## src/rtl/alu_cmd_driver.sv

```systemverilog
// Initiator for a 4-operation combinational ALU: accepts load/ALU commands,
// keeps the accumulator as operand A and returns result plus zero/carry flags.
module alu_cmd_driver #(
    parameter int W     = 5,
    parameter int CNT_W = 8
) (
    input  logic             clk,
    input  logic             rst,
    input  logic             cmd_valid,
    output logic             cmd_ready,
    input  logic             cmd_load,
    input  logic [1:0]       cmd_op,
    input  logic [W-1:0]     cmd_operand,
    output logic [W-1:0]     alu_a,
    output logic [W-1:0]     alu_b,
    output logic [1:0]       alu_op,
    input  logic [W-1:0]     alu_result,
    output logic             rsp_valid,
    input  logic             rsp_ready,
    output logic [W-1:0]     rsp_data,
    output logic             rsp_zero,
    output logic             rsp_carry,
    output logic [CNT_W-1:0] op_count
);

    typedef enum logic [1:0] {
        IDLE,
        EXEC,
        RESP
    } state_t;

    state_t           state_q;
    logic [W-1:0]     acc_q;
    logic [W-1:0]     alu_a_q;
    logic [W-1:0]     alu_b_q;
    logic [1:0]       alu_op_q;
    logic             rsp_zero_q;
    logic             rsp_carry_q;
    logic [CNT_W-1:0] op_count_q;
    logic [W:0]       sum_w;
    logic             carry_d;

    // Flag derives from the latched operands, not from the external ALU.
    always_comb begin
        sum_w = {1'b0, alu_a_q} + {1'b0, alu_b_q};
        case (alu_op_q)
            2'b00:   carry_d = sum_w[W];
            2'b01:   carry_d = (alu_a_q < alu_b_q);
            default: carry_d = 1'b0;
        endcase
    end

    always_ff @(posedge clk) begin
        if (rst) begin
            state_q     <= IDLE;
            acc_q       <= '0;
            alu_a_q     <= '0;
            alu_b_q     <= '0;
            alu_op_q    <= '0;
            rsp_zero_q  <= 1'b0;
            rsp_carry_q <= 1'b0;
            op_count_q  <= '0;
        end else begin
            case (state_q)
                IDLE: begin
                    if (cmd_valid) begin
                        if (cmd_load) begin
                            acc_q       <= cmd_operand;
                            rsp_zero_q  <= (cmd_operand == '0);
                            rsp_carry_q <= 1'b0;
                            state_q     <= RESP;
                        end else begin
                            alu_a_q  <= acc_q;
                            alu_b_q  <= cmd_operand;
                            alu_op_q <= cmd_op;
                            state_q  <= EXEC;
                        end
                    end
                end
                EXEC: begin
                    acc_q       <= alu_result;
                    rsp_zero_q  <= (alu_result == '0);
                    rsp_carry_q <= carry_d;
                    state_q     <= RESP;
                end
                RESP: begin
                    if (rsp_ready) begin
                        op_count_q <= op_count_q + CNT_W'(1);
                        state_q    <= IDLE;
                    end
                end
                default: state_q <= IDLE;
            endcase
        end
    end

    // Accumulator only changes on entry to RESP, so it doubles as rsp_data.
    assign cmd_ready = (state_q == IDLE);
    assign rsp_valid = (state_q == RESP);
    assign rsp_data  = acc_q;
    assign rsp_zero  = rsp_zero_q;
    assign rsp_carry = rsp_carry_q;
    assign alu_a     = alu_a_q;
    assign alu_b     = alu_b_q;
    assign alu_op    = alu_op_q;
    assign op_count  = op_count_q;

endmodule

```

## config.mk

```make
export PLATFORM = sky130hd
export DESIGN_NAME = alu_cmd_driver
export DESIGN_NICKNAME = d
export VERILOG_FILES = /design/src/rtl/alu_cmd_driver.sv
export SDC_FILE = /design/constraint.sdc
export NUM_CORES = 1
export LEC_CHECK = 0
export ABC_CLOCK_PERIOD_IN_PS = 1710
export CAP_MARGIN = 20
export CORE_MARGIN = 2
export CORE_UTILIZATION = 35
export DETAILED_ROUTE_END_ITERATION = 10
export PLACE_DENSITY_LB_ADDON = 0.3
export SYNTH_ARGS = -nofsm -noshare
export SYNTH_HDL_FRONTEND = slang
export SYNTH_SLANG_ARGS = --single-unit
```

## constraint.sdc

```tcl
create_clock -name clk -period 1.71 [get_ports clk]
set_input_delay 0.171 -clock clk [delete_from_list [all_inputs] [get_ports clk]]
set_output_delay 0.171 -clock clk [all_outputs]
set_load 0.01 [all_outputs]
```

=== Word level (Yosys, flattened, before mapping) ===
Index checks and enable logic that the tools add are counted.
W data, S select, Z words.

* Add/subtract/negate cells: 2
* $mul: 0
* Div/mod/pow operators: 0
* Order comparisons: 1
* Eq/ne operators: 6
* Shifts and indexed selects: 0
* Muxes and demuxes: 14
* Bitwise logic cells: 1
* Reduce and logical (&&, ||, !) cells: 9

{| class="wikitable"
|+ Operator list
! operator !! count
|-
| $logic_not A5 Y1 || 2
|-
| $mux W5 || 2
|-
| $pmux W5 S2 || 1
|-
| $add A8 B1 Y8 const B || 1
|-
| $add A5 B5 Y6 || 1
|-
| $mux W2 || 3
|-
| $pmux W1 S2 || 3
|-
| $pmux W2 S3 || 1
|-
| $reduce_and A3 Y1 || 2
|-
| $lt A5 B5 Y1 || 1
|-
| $eq A2 B1 Y1 const B || 2
|-
| $logic_not A2 Y1 || 2
|-
| $mux W1 || 4
|-
| $ne A2 B1 Y1 const B || 2
|-
| $reduce_and A2 Y1 || 2
|-
| $eq A2 B2 Y1 const B || 1
|-
| $ne A2 B2 Y1 const B || 1
|-
| $reduce_bool A2 Y1 || 1
|-
| $not A1 Y1 || 1
|}

* Register bits: 29
* Bits in latches: 0
* RAM bits: 0
* Bits in read-only memories: 0
* Input bits: 17
* Output and inout port bits: 29
* Logic and storage cells: 41
* Memories: 0

=== Logic depth before layout (Yosys ltp) ===
Gate-level depths: netlist of the first run.

* Depth after elaboration: 4
* Mapped depth: 7
* Gate-level depth less buffers: 7

=== Worst setup path after synthesis of the first run ===
No wires, ideal clock.

* Path kind: register to register
* Start: register alu_b_q[2] (netlist: alu_b[2])
* End: register rsp_carry_q (netlist: rsp_carry)
* Library setup time: 70 ps
* Data arrival time: 1413 ps
* Data required time: 1640 ps
* Setup slack: 226 ps
* Cell stages (with the launch flop): 8
* Path buffers: 0
* Clock period less this slack: 1484 ps
* Path through: dfxtp_1 > inv_1 > ha_1 > nor2_1 > a311oi_1 > o41ai_1 > nand4_1 > a21oi_1

* Word-level cells in the longest chain between the ends: 3
* Elaborated cells between the ends (all ways): 4
* Classes of those cells: add/sub: 1; order compare: 1; mux: 2

{| class="wikitable"
|+ RTL lines
! what !! RTL line !! source
|-
| from (decl) || 35 || <nowiki>logic [W-1:0] alu_b_q;</nowiki>
|-
| from (signal assigned) || 74 || <nowiki>alu_b_q <= cmd_operand;</nowiki>
|-
| $add A5 B5 Y6 / $lt A5 B5 Y1 (equally long branches) || 45, 48 ||
|-
| $pmux W1 S2 * || 46 || <nowiki>case (alu_op_q)</nowiki>
|-
| $pmux W1 S2 * || 64 || <nowiki>case (state_q)</nowiki>
|-
| to (signal assigned) || 83 || <nowiki>rsp_carry_q <= carry_d;</nowiki>
|-
| to (decl) || 38 || <nowiki>logic rsp_carry_q;</nowiki>
|}

Mark *: on every way between the ends. The rest lies on a longest branch, timed or not.
A chain may end at the register's enable or synchronous reset.

=== Worst setup path in the final report of the first run ===
* Start: register state_q[1]
* End: output rsp_valid

* Word-level cells in the longest chain between the ends: 1

{| class="wikitable"
|+ RTL lines
! what !! RTL line !! source
|-
| from (decl) || 32 || <nowiki>state_t state_q;</nowiki>
|-
| from (signal assigned) || 55 || <nowiki>state_q <= IDLE;</nowiki>
|-
| from (signal assigned) || 71 || <nowiki>state_q <= RESP;</nowiki>
|-
| from (signal assigned) || 76 || <nowiki>state_q <= EXEC;</nowiki>
|-
| $eq A2 B2 Y1 || 99 || <nowiki>assign rsp_valid = (state_q == RESP);</nowiki>
|-
| to (decl) || 18 || <nowiki>output logic rsp_valid,</nowiki>
|}

No other way between the ends.

==> flow_summary.ini, run 1 <==
[outcome]
outcome = finished, final reports clean

[logic_synthesis]
syn_area_mm2 = 0.001364
synth_warnings = 0
yosys.cell_types.count = 30
avgSynthCellArea_um2 = 8.367
synth.net_count = 189
yosys.area.top_type = dfxtp_1
ys_ff_latch = 29
synth_area_leaders = dfxtp_1, ha_1, nand2_1
synthCells = 163
synth_top_cell_area_share = 0.4257
ys_seq_area_frac = 0.4257

[detailed_routing]
dr.pass1.iters = 4
ant_nets = 0
vias = 1291
drc = 0
wire_per_inst_um = 11.76
finalWirelength_um = 3141
via_per_inst = 4.835
drtIter0Drc = 47

[setup_path]
start_kind = flip-flop
r2r_start = alu_b[1]
worstPathRequired_ns = 1.54
critPathKind = flip-flop to output port
slowest_stage = clkdlybuf4s50_1
worst_setup_path_end_kind = output port
ff2ff_setup_slack_ns = 0.18
crit_chain = and2b_2 -> clkdlybuf4s50_1
critPathMaxFanout = 8
arrival_ns = 1.48
r2r.worst_path.cells = 7
r2r-end = rsp_carry
crit_path_max_incr_delay_ns = 0.54

[die]
start_util = 0.3670
die_x_um = 66.42
ioPinCount = 46
die_y_um = 66.42
core-area_mm2 = 0.003716
rows = 22
die_area_mm2 = 0.004412

[timing]
fin_crit_ns = 1.651
fin_crit_sh = 0.9655
clock_skew_ns = 0.002660
fin_ws_ns = 0.05897
tightest_slew_ns = 0.2924
rsz0062_at_grt = no
slew_headroom = 0.8026
slew_violations = 0
setup-tns-final_ns = 0
setup_viol = 0
hold_viol = 0
fin_hold_ws_ns = 0.4530
max_freq_ghz = 0.6057

[clocking]
cts.clk_slew.worst_paths_ns = 0.06
cts_hold_buffers = 0
cts_resized = 0
cts_buffer_depth = 2
cts.sinks = 29
cts_buffers = 5
root_buffer = clkbuf_8
worstSkewPairLatency_ns = 0.27
h-tree-depth = 2
cts_tree = done
post_cts_buffers = 0

[worst_hold_path]
hold_depth = 3
hold_class = input pin to flip-flop
min_to = alu_op[0]
holdCritStartpoint = cmd_op[0]

[final_layout]
drive_gt1_frac = 0.09132
n_fill_cell = 362
fin_nets = 244
final_cell_mix = clkdlybuf4s50_1, nand2_1, dfxtp_1
num_antenna_cells = 0
syn2layout_area_growth_pct = 47.52
post_layout_nonfiller_instances = 267
layout_commonest_cell = clkdlybuf4s50_1

[place]
gp_congestion = 0.7579
dpl.cell_count = 259
portBuffers = 45
dpl.hpwl_um = 2345
place_ws_ns = -0.004947

[global_route]
grt_pass1_vias = 1151
grt_max_degree = 30
track_usage = 0.1578
antenna_found_initial = 0
grt.overflow.total = 0
grt_pass1_wl_um = 5333

[power]
p_leak_nw = 0.7375
cellPowerDensity_mw_per_mm2 = 748.7
ir_drop_mv = 0.4516

[job]
max_cap_violations = 0
## kinds of logic after synthesis
| group | Yosys count | share of synthesized area |
|---|---|---|
| adder cells (fa/ha/maj) | 9 | 0.08257 |
| XOR/XNOR | 6 | 0.03854 |
| AO/OA/AOI/OAI | 31 | 0.1340 |
| buffers and inverters | 13 | 0.04311 |
| flip-flops | 29 | 0.4257 |
| AND/OR/NAND/NOR | 70 | 0.2395 |
| multiplexers | 5 | 0.03670 |
## routing by layer
layer	track usage	routed length, µm
met1	0.2121	1585
met2	0.2338	1315
met3	0.04940	196
met4	0.06122	43
met5	0	0
## flip-flops by register name, indices dropped and copies added (netlist names)
name / cells
alu_op: 2
rsp_carry: 1
alu_b: 5
alu_a: 5
op_count: 8
rsp_zero: 1
rsp_data: 5
state_q: 2
## layout make-up
class	count	area, µm²	share of cell area
multi-input cells	121	730.7	0.3632
inverters	6	22.52	0.01119
flip-flops and latches	29	580.6	0.2886
repair buffers	55	538.0	0.2674
clock buffers	8	80.08	0.03980
well taps	48	60.06	0.02985
## through the flow
stage                     utilization  power (mW)  area [µm²]
after floorplan                     -      0.8551        1364
after global placement         0.5199       1.000        1932
after detailed placement       0.5199       1.002        1932
after CTS                      0.5414       1.522        2012
after global routing           0.5414       1.603        2012
final                          0.5414       1.506        2012
## worst max path at each step
| stage | slack (ns) | cells past startpoint | startpoint | endpoint |
|---|---|---|---|---|
| detailed placement | -0.005 | 5 | cmd_operand[0] | rsp_zero |
| finish | 0.06 | 2 | state_q[1] | rsp_valid |
| global placement | 0.02 | 5 | cmd_operand[0] | rsp_zero |
| CTS | 0.06 | 2 | state_q[1] | rsp_valid |
| floorplan | 0.23 | 7 | alu_b[2] | rsp_carry |
| global route | 0.002 | 2 | state_q[1] | rsp_valid |
## power by group
part,switching [mW],internal [mW]
clock network,0.231,0.288
logic,0.112,0.141
registers,0.0294,0.705
total,0.372,1.13
## critical path, delay by kind of cell, from the launching register on
family	cells	cell delay [ns]
buffers and inverters	1	0.54
flip-flops	1	0.47
AND/OR/NAND/NOR	1	0.21
## Yosys cell counts
cell type and n:
nand2_1 30, dfxtp_1 29, a21oi_1 18, nor2_1 18, ha_1 9, inv_1 6
a211oi_1 5, mux2i_1 5, nand3_1 5, clkbuf_1 4, o21ai_0 4, nor2b_1 3
xnor2_1 3, xor2_1 3, buf_2 2, nand3b_1 2, nand4_1 2, nor3_1 2
o311ai_0 2, a311oi_1 1, and2b_2 1, and3b_2 1, and4_1 1, buf_6 1
nand2_2 1, nor2b_2 1, nor4b_1 1, o41ai_1 1, or3_1 1, or4_1 1
No activity file was read; power rests on OpenSTA's default activity.
==> inputs of run 2 (changes only) <==
CORE_UTILIZATION = 41   (was 35)
==> flow_summary.ini, run 2 (synthesis results as in run 1) <==
[final_layout]
fin_nets = 243
n_fill_cell = 281
num_antenna_cells = 0
largest_register_ffs = 8
multi_input_area_um2 = 730.7
regArea_um2 = 583.1
final_cell_mix = clkdlybuf4s50_1, nand2_1, dfxtp_1
layout_commonest_cell = clkdlybuf4s50_1
drive_gt1_frac = 0.1101
syn2layout_area_growth_pct = 46.15

[timing]
max_freq_ghz = 0.6156
hold_viol = 0
slew_headroom = 0.7626
clock_skew_ns = 0.009728
setup-tns-final_ns = 0
fin_crit_sh = 0.9499
setup_viol = 0
slew_violations = 0
rsz0062_at_grt = no
tightest_slew_ns = 0.3516
fin_crit_ns = 1.624

[clocking]
h-tree-depth = 2
worstSkewPairLatency_ns = 0.32
cts.clk_slew.worst_paths_ns = 0.10
cts_resized = 1
post_cts_buffers = 0
root_buffer = clkbuf_4
cts_hold_buffers = 0
cts_buffers = 5
cts.sinks = 29
cts_tree = done
cts_buffer_depth = 2

[place]
portBuffers = 45
dpl.hpwl_um = 2636
gp_congestion = 0.8536

[power]
clock_power_share = 0.363
ir_drop_mv = 0.4986
p_int_mw = 1.153
seqPwrFrac = 0.474
combinationalPowerShare = 0.162
p_leak_nw = 0.7316
switching_share = 0.2557
cellPowerDensity_mw_per_mm2 = 776.9
total_power_mw = 1.549
switchingPower_mw = 0.3960

[setup_path]
r2r_start = alu_b[4]
crit_start = state_q[1]
critPathMaxFanout = 8
worstPathRequired_ns = 1.54
ff2ff_setup_slack_ns = 0.11
critPathKind = flip-flop to output port
arrival_ns = 1.45
start_kind = flip-flop
worst_setup_path_end_kind = output port

[die]
rows = 20
ioPinCount = 46
die_x_um = 61.68
die_y_um = 61.68
start_util = 0.4395
core-area_mm2 = 0.003103
die_area_mm2 = 0.003804

[detailed_routing]
dr.pass1.iters = 4
wire_per_inst_um = 13.16
finalWirelength_um = 3447
via_per_inst = 5.034
ant_nets = 0
drc = 0
drtIter0Drc = 45
vias = 1319

[global_route]
antenna_found_initial = 0
track_usage = 0.2092
grt_pass1_wl_um = 5865
grt_pass1_vias = 1388
grt.overflow.total = 0
grt_max_degree = 30

[worst_hold_path]
holdCritStartpoint = cmd_op[1]
hold_class = input pin to flip-flop

[job]
max_cap_violations = 0

[outcome]
outcome = finished, final reports clean
## run 2: metal layers
layer,vias up,global-route usage,wire length (µm),part of all wire
met5,-,0,0,0
met1,608,0.2326,1457,0.42
met2,38,0.3609,1773,0.51
met4,0,0.1094,66,0.019
li1,665,-,-,-
met3,8,0.05882,150,0.044
## run 2: power by group through the flow
stage	sequential (mW)	combinational (mW)	clock, mW
6_report	0.735	0.251	0.563
5_1_grt	0.740	0.277	0.609
4_1_cts	0.735	0.254	0.576
3_5_place_dp	0.750	0.252	0
3_3_place_gp	0.748	0.246	0
2_1_floorplan	0.755	0.0999	0
## run 2: worst paths after layout
kind | endpoint | cells past startpoint
setup / recovery | rsp_valid | 2
hold / removal | alu_op[1] | 3
setup reg to reg | rsp_carry | 7
hold reg to reg | alu_op[1] | 2
## run 2: layout make-up
cell class | count | area share
Multi-Input combinational cell | 121 | 0.3666
Sequential cell | 29 | 0.2925
Timing Repair Buffer | 54 | 0.2599
Tap cell | 44 | 0.02762
Clock inverter | 3 | 0.02323
Clock buffer | 5 | 0.01883
Inverter | 6 | 0.01130
## run 2: worst max-delay path, cell delays in order (launching register included)
cell and delay, ns:
dfxtp_2 0.42, and2b_2 0.18, clkdlybuf4s50_1 0.53
## run 2: per-stage QoR
stage	instance area, µm²	util	cells	hold slack (ns)	setup slack [ns]
finish	1993	0.6423	262	0.3893	0.08559
global route	1993	0.6423	262	0.4135	0.01449
CTS	1992	0.6419	262	0.3834	0.01723
detailed placement	1907	0.6145	254	0.4697	-0.02642
global placement	1907	0.6145	254	0.4619	0.03019
floorplan	1364	-	163	0.3070	0.2261
==> inputs of run 3 (changes only) <==
--- a/config.mk
+++ b/config.mk
@@ -11,5 +11,5 @@
 export CORE_UTILIZATION = 41
 export DETAILED_ROUTE_END_ITERATION = 10
-export PLACE_DENSITY_LB_ADDON = 0.3
+export PLACE_DENSITY = 0.8
 export SYNTH_ARGS = -nofsm -noshare
 export SYNTH_HDL_FRONTEND = slang
==> constraint.sdc (replaced) <==
create_clock -name clk -period 1.71 [get_ports clk]
set_input_delay 0.171 -clock clk [delete_from_list [all_inputs] [get_ports clk]]
set_output_delay 0.171 -clock clk [all_outputs]
set_load 0.05 [all_outputs]
==> flow_summary.ini, run 3 (synthesis results as in run 1) <==
[outcome]
outcome = finished, final reports clean

[global_route]
grt.overflow.total = 0
antenna_found_initial = 0
grt_pass1_wl_um = 5464
track_usage = 0.1978
grt_pass1_vias = 1233
grt_max_degree = 30

[detailed_routing]
drtIter0Drc = 46
topRoutingLayerUsed = met4
via_per_inst = 4.969
vias = 1292
ant_nets = 0
wire_per_inst_um = 12.73
drc = 0
dr.pass1.iters = 4
met2_length_um = 1514
wl_met3_um = 157
finalWirelength_um = 3309
wl_met1_um = 1579

[final_layout]
largest_register_ffs = 8
n_fill_cell = 323
post_layout_nonfiller_instances = 260
final_cell_mix = nand2_1, dfxtp_1, clkdlybuf4s50_1
syn2layout_area_growth_pct = 44.04
fin_nets = 242
postLayoutCellArea_mm2 = 0.001964
layout_commonest_cell = nand2_1
drive_gt1_frac = 0.1620
regArea_um2 = 583.1
num_antenna_cells = 0
fin_util = 0.6331
multi_input_area_um2 = 745.7

[timing]
slew_headroom = 0.6634
rsz0062_at_grt = no
setup_viol = 0
max_freq_ghz = 0.6038
fin_hold_ws_ns = 0.4104
fin_crit_ns = 1.656
tightest_slew_ns = 0.5040
fin_ws_ns = 0.05369
slew_violations = 0
setup-tns-final_ns = 0
fin_crit_sh = 0.9686
hold_viol = 0
clock_skew_ns = 0.005633

[die]
start_util = 0.4395
core-area_mm2 = 0.003103
rows = 20
die_x_um = 61.68
ioPinCount = 46
die_area_mm2 = 0.003804
die_y_um = 61.68

[place]
place_ws_ns = 0.06810
dpl.hpwl_um = 2441
dpl.cell_count = 253
dpl_cell_area_mm2 = 0.001898
gp_congestion = 0.8033
portBuffers = 45

[setup_path]
cp_num_buf_inv = 1
ff2ff_setup_slack_ns = 0.15
critPathMaxFanout = 4
r2r.worst_path.cells = 7
slowest_stage = clkdlybuf4s50_1
r2r-end = rsp_carry
critPathKind = flip-flop to output port
worst_setup_path_end_kind = output port
crit_family = buffers and inverters
crit_chain = clkdlybuf4s50_1
crit_path_max_incr_delay_ns = 0.80
start_kind = flip-flop
arrival_ns = 1.49
r2r_start = alu_b[4]
worstPathRequired_ns = 1.54

[job]
max_cap_violations = 0

[power]
switchingPower_mw = 0.4615
seqPwrFrac = 0.493
ir_drop_mv = 0.4400
switching_share = 0.3089
p_int_mw = 1.033
clock_power_share = 0.280
cellPowerDensity_mw_per_mm2 = 760.6
combinationalPowerShare = 0.227
total_power_mw = 1.494
p_leak_nw = 0.8617

[clocking]
post_cts_buffers = 0
cts_buffers = 5
cts_tree = done
cts.sinks = 29
root_buffer = clkbuf_4
h-tree-depth = 2
cts.clk_slew.worst_paths_ns = 0.09
worstSkewPairLatency_ns = 0.32
cts_buffer_depth = 2

[worst_hold_path]
holdCritStartpoint = cmd_op[1]
min_to = alu_op[1]
hold_class = input pin to flip-flop
hold_depth = 3
-- run 3: cell types whose count changed in the layout (fill, tap and decap cells not counted), sizes merged, moves of 2 or more --
cell	previous run	this run
buf	9	20
clkdlybuf4s50	45	19
dlygate4sd2	0	10
dlymetal6s2s	0	4
clkbuf	5	7
-- run 3: power by group through the flow --
stage | combinational [mW] | sequential, mW | clock [mW]
2_1_floorplan | 0.113 | 0.834 | 0
3_3_place_gp | 0.337 | 0.750 | 0
3_5_place_dp | 0.342 | 0.751 | 0
4_1_cts | 0.338 | 0.736 | 0.437
5_1_grt | 0.365 | 0.741 | 0.460
6_report | 0.339 | 0.737 | 0.419
-- run 3: final cells by class --
type | instances | area share
clock buffer | 7 | 0.02803
inverter | 6 | 0.01146
multi-input combinational | 121 | 0.3796
sequential | 29 | 0.2968
tap | 44 | 0.02803
timing repair buffer | 53 | 0.2561
-- run 3: metal layers --
metal	GRT usage	vias to the layer above
met2	0.2977	33
met1	0.2594	591
li1	-	662
met3	0.06303	6
met5	0	-
met4	0.08815	0
-- run 3: worst min-delay path: stages --
cell,delay [ns]
clkdlybuf4s50_1,0.41
nand2_1,0.06
a21oi_1,0.05
-- run 3: repair_timing --
action / CTS / global route
hold buffers: 0 / 0
gates resized for setup: 10 / 6
setup endpoints to repair: 10 / 5
pin swaps: 0 / 3
-- run 3: worst max-delay path by stage --
stage	from	endpoint	slack, ns	depth (start not counted)
after floorplan	alu_b[4]	rsp_carry	-0.05	7
after global placement	cmd_operand[0]	rsp_zero	0.07	5
after detailed placement	cmd_operand[0]	rsp_zero	0.07	5
after CTS	op_count[2]	op_count[2]	0.0001	1
after global routing	alu_b[1]	rsp_carry	0.0007	7
final	alu_b[2]	alu_b[2]	0.05	1
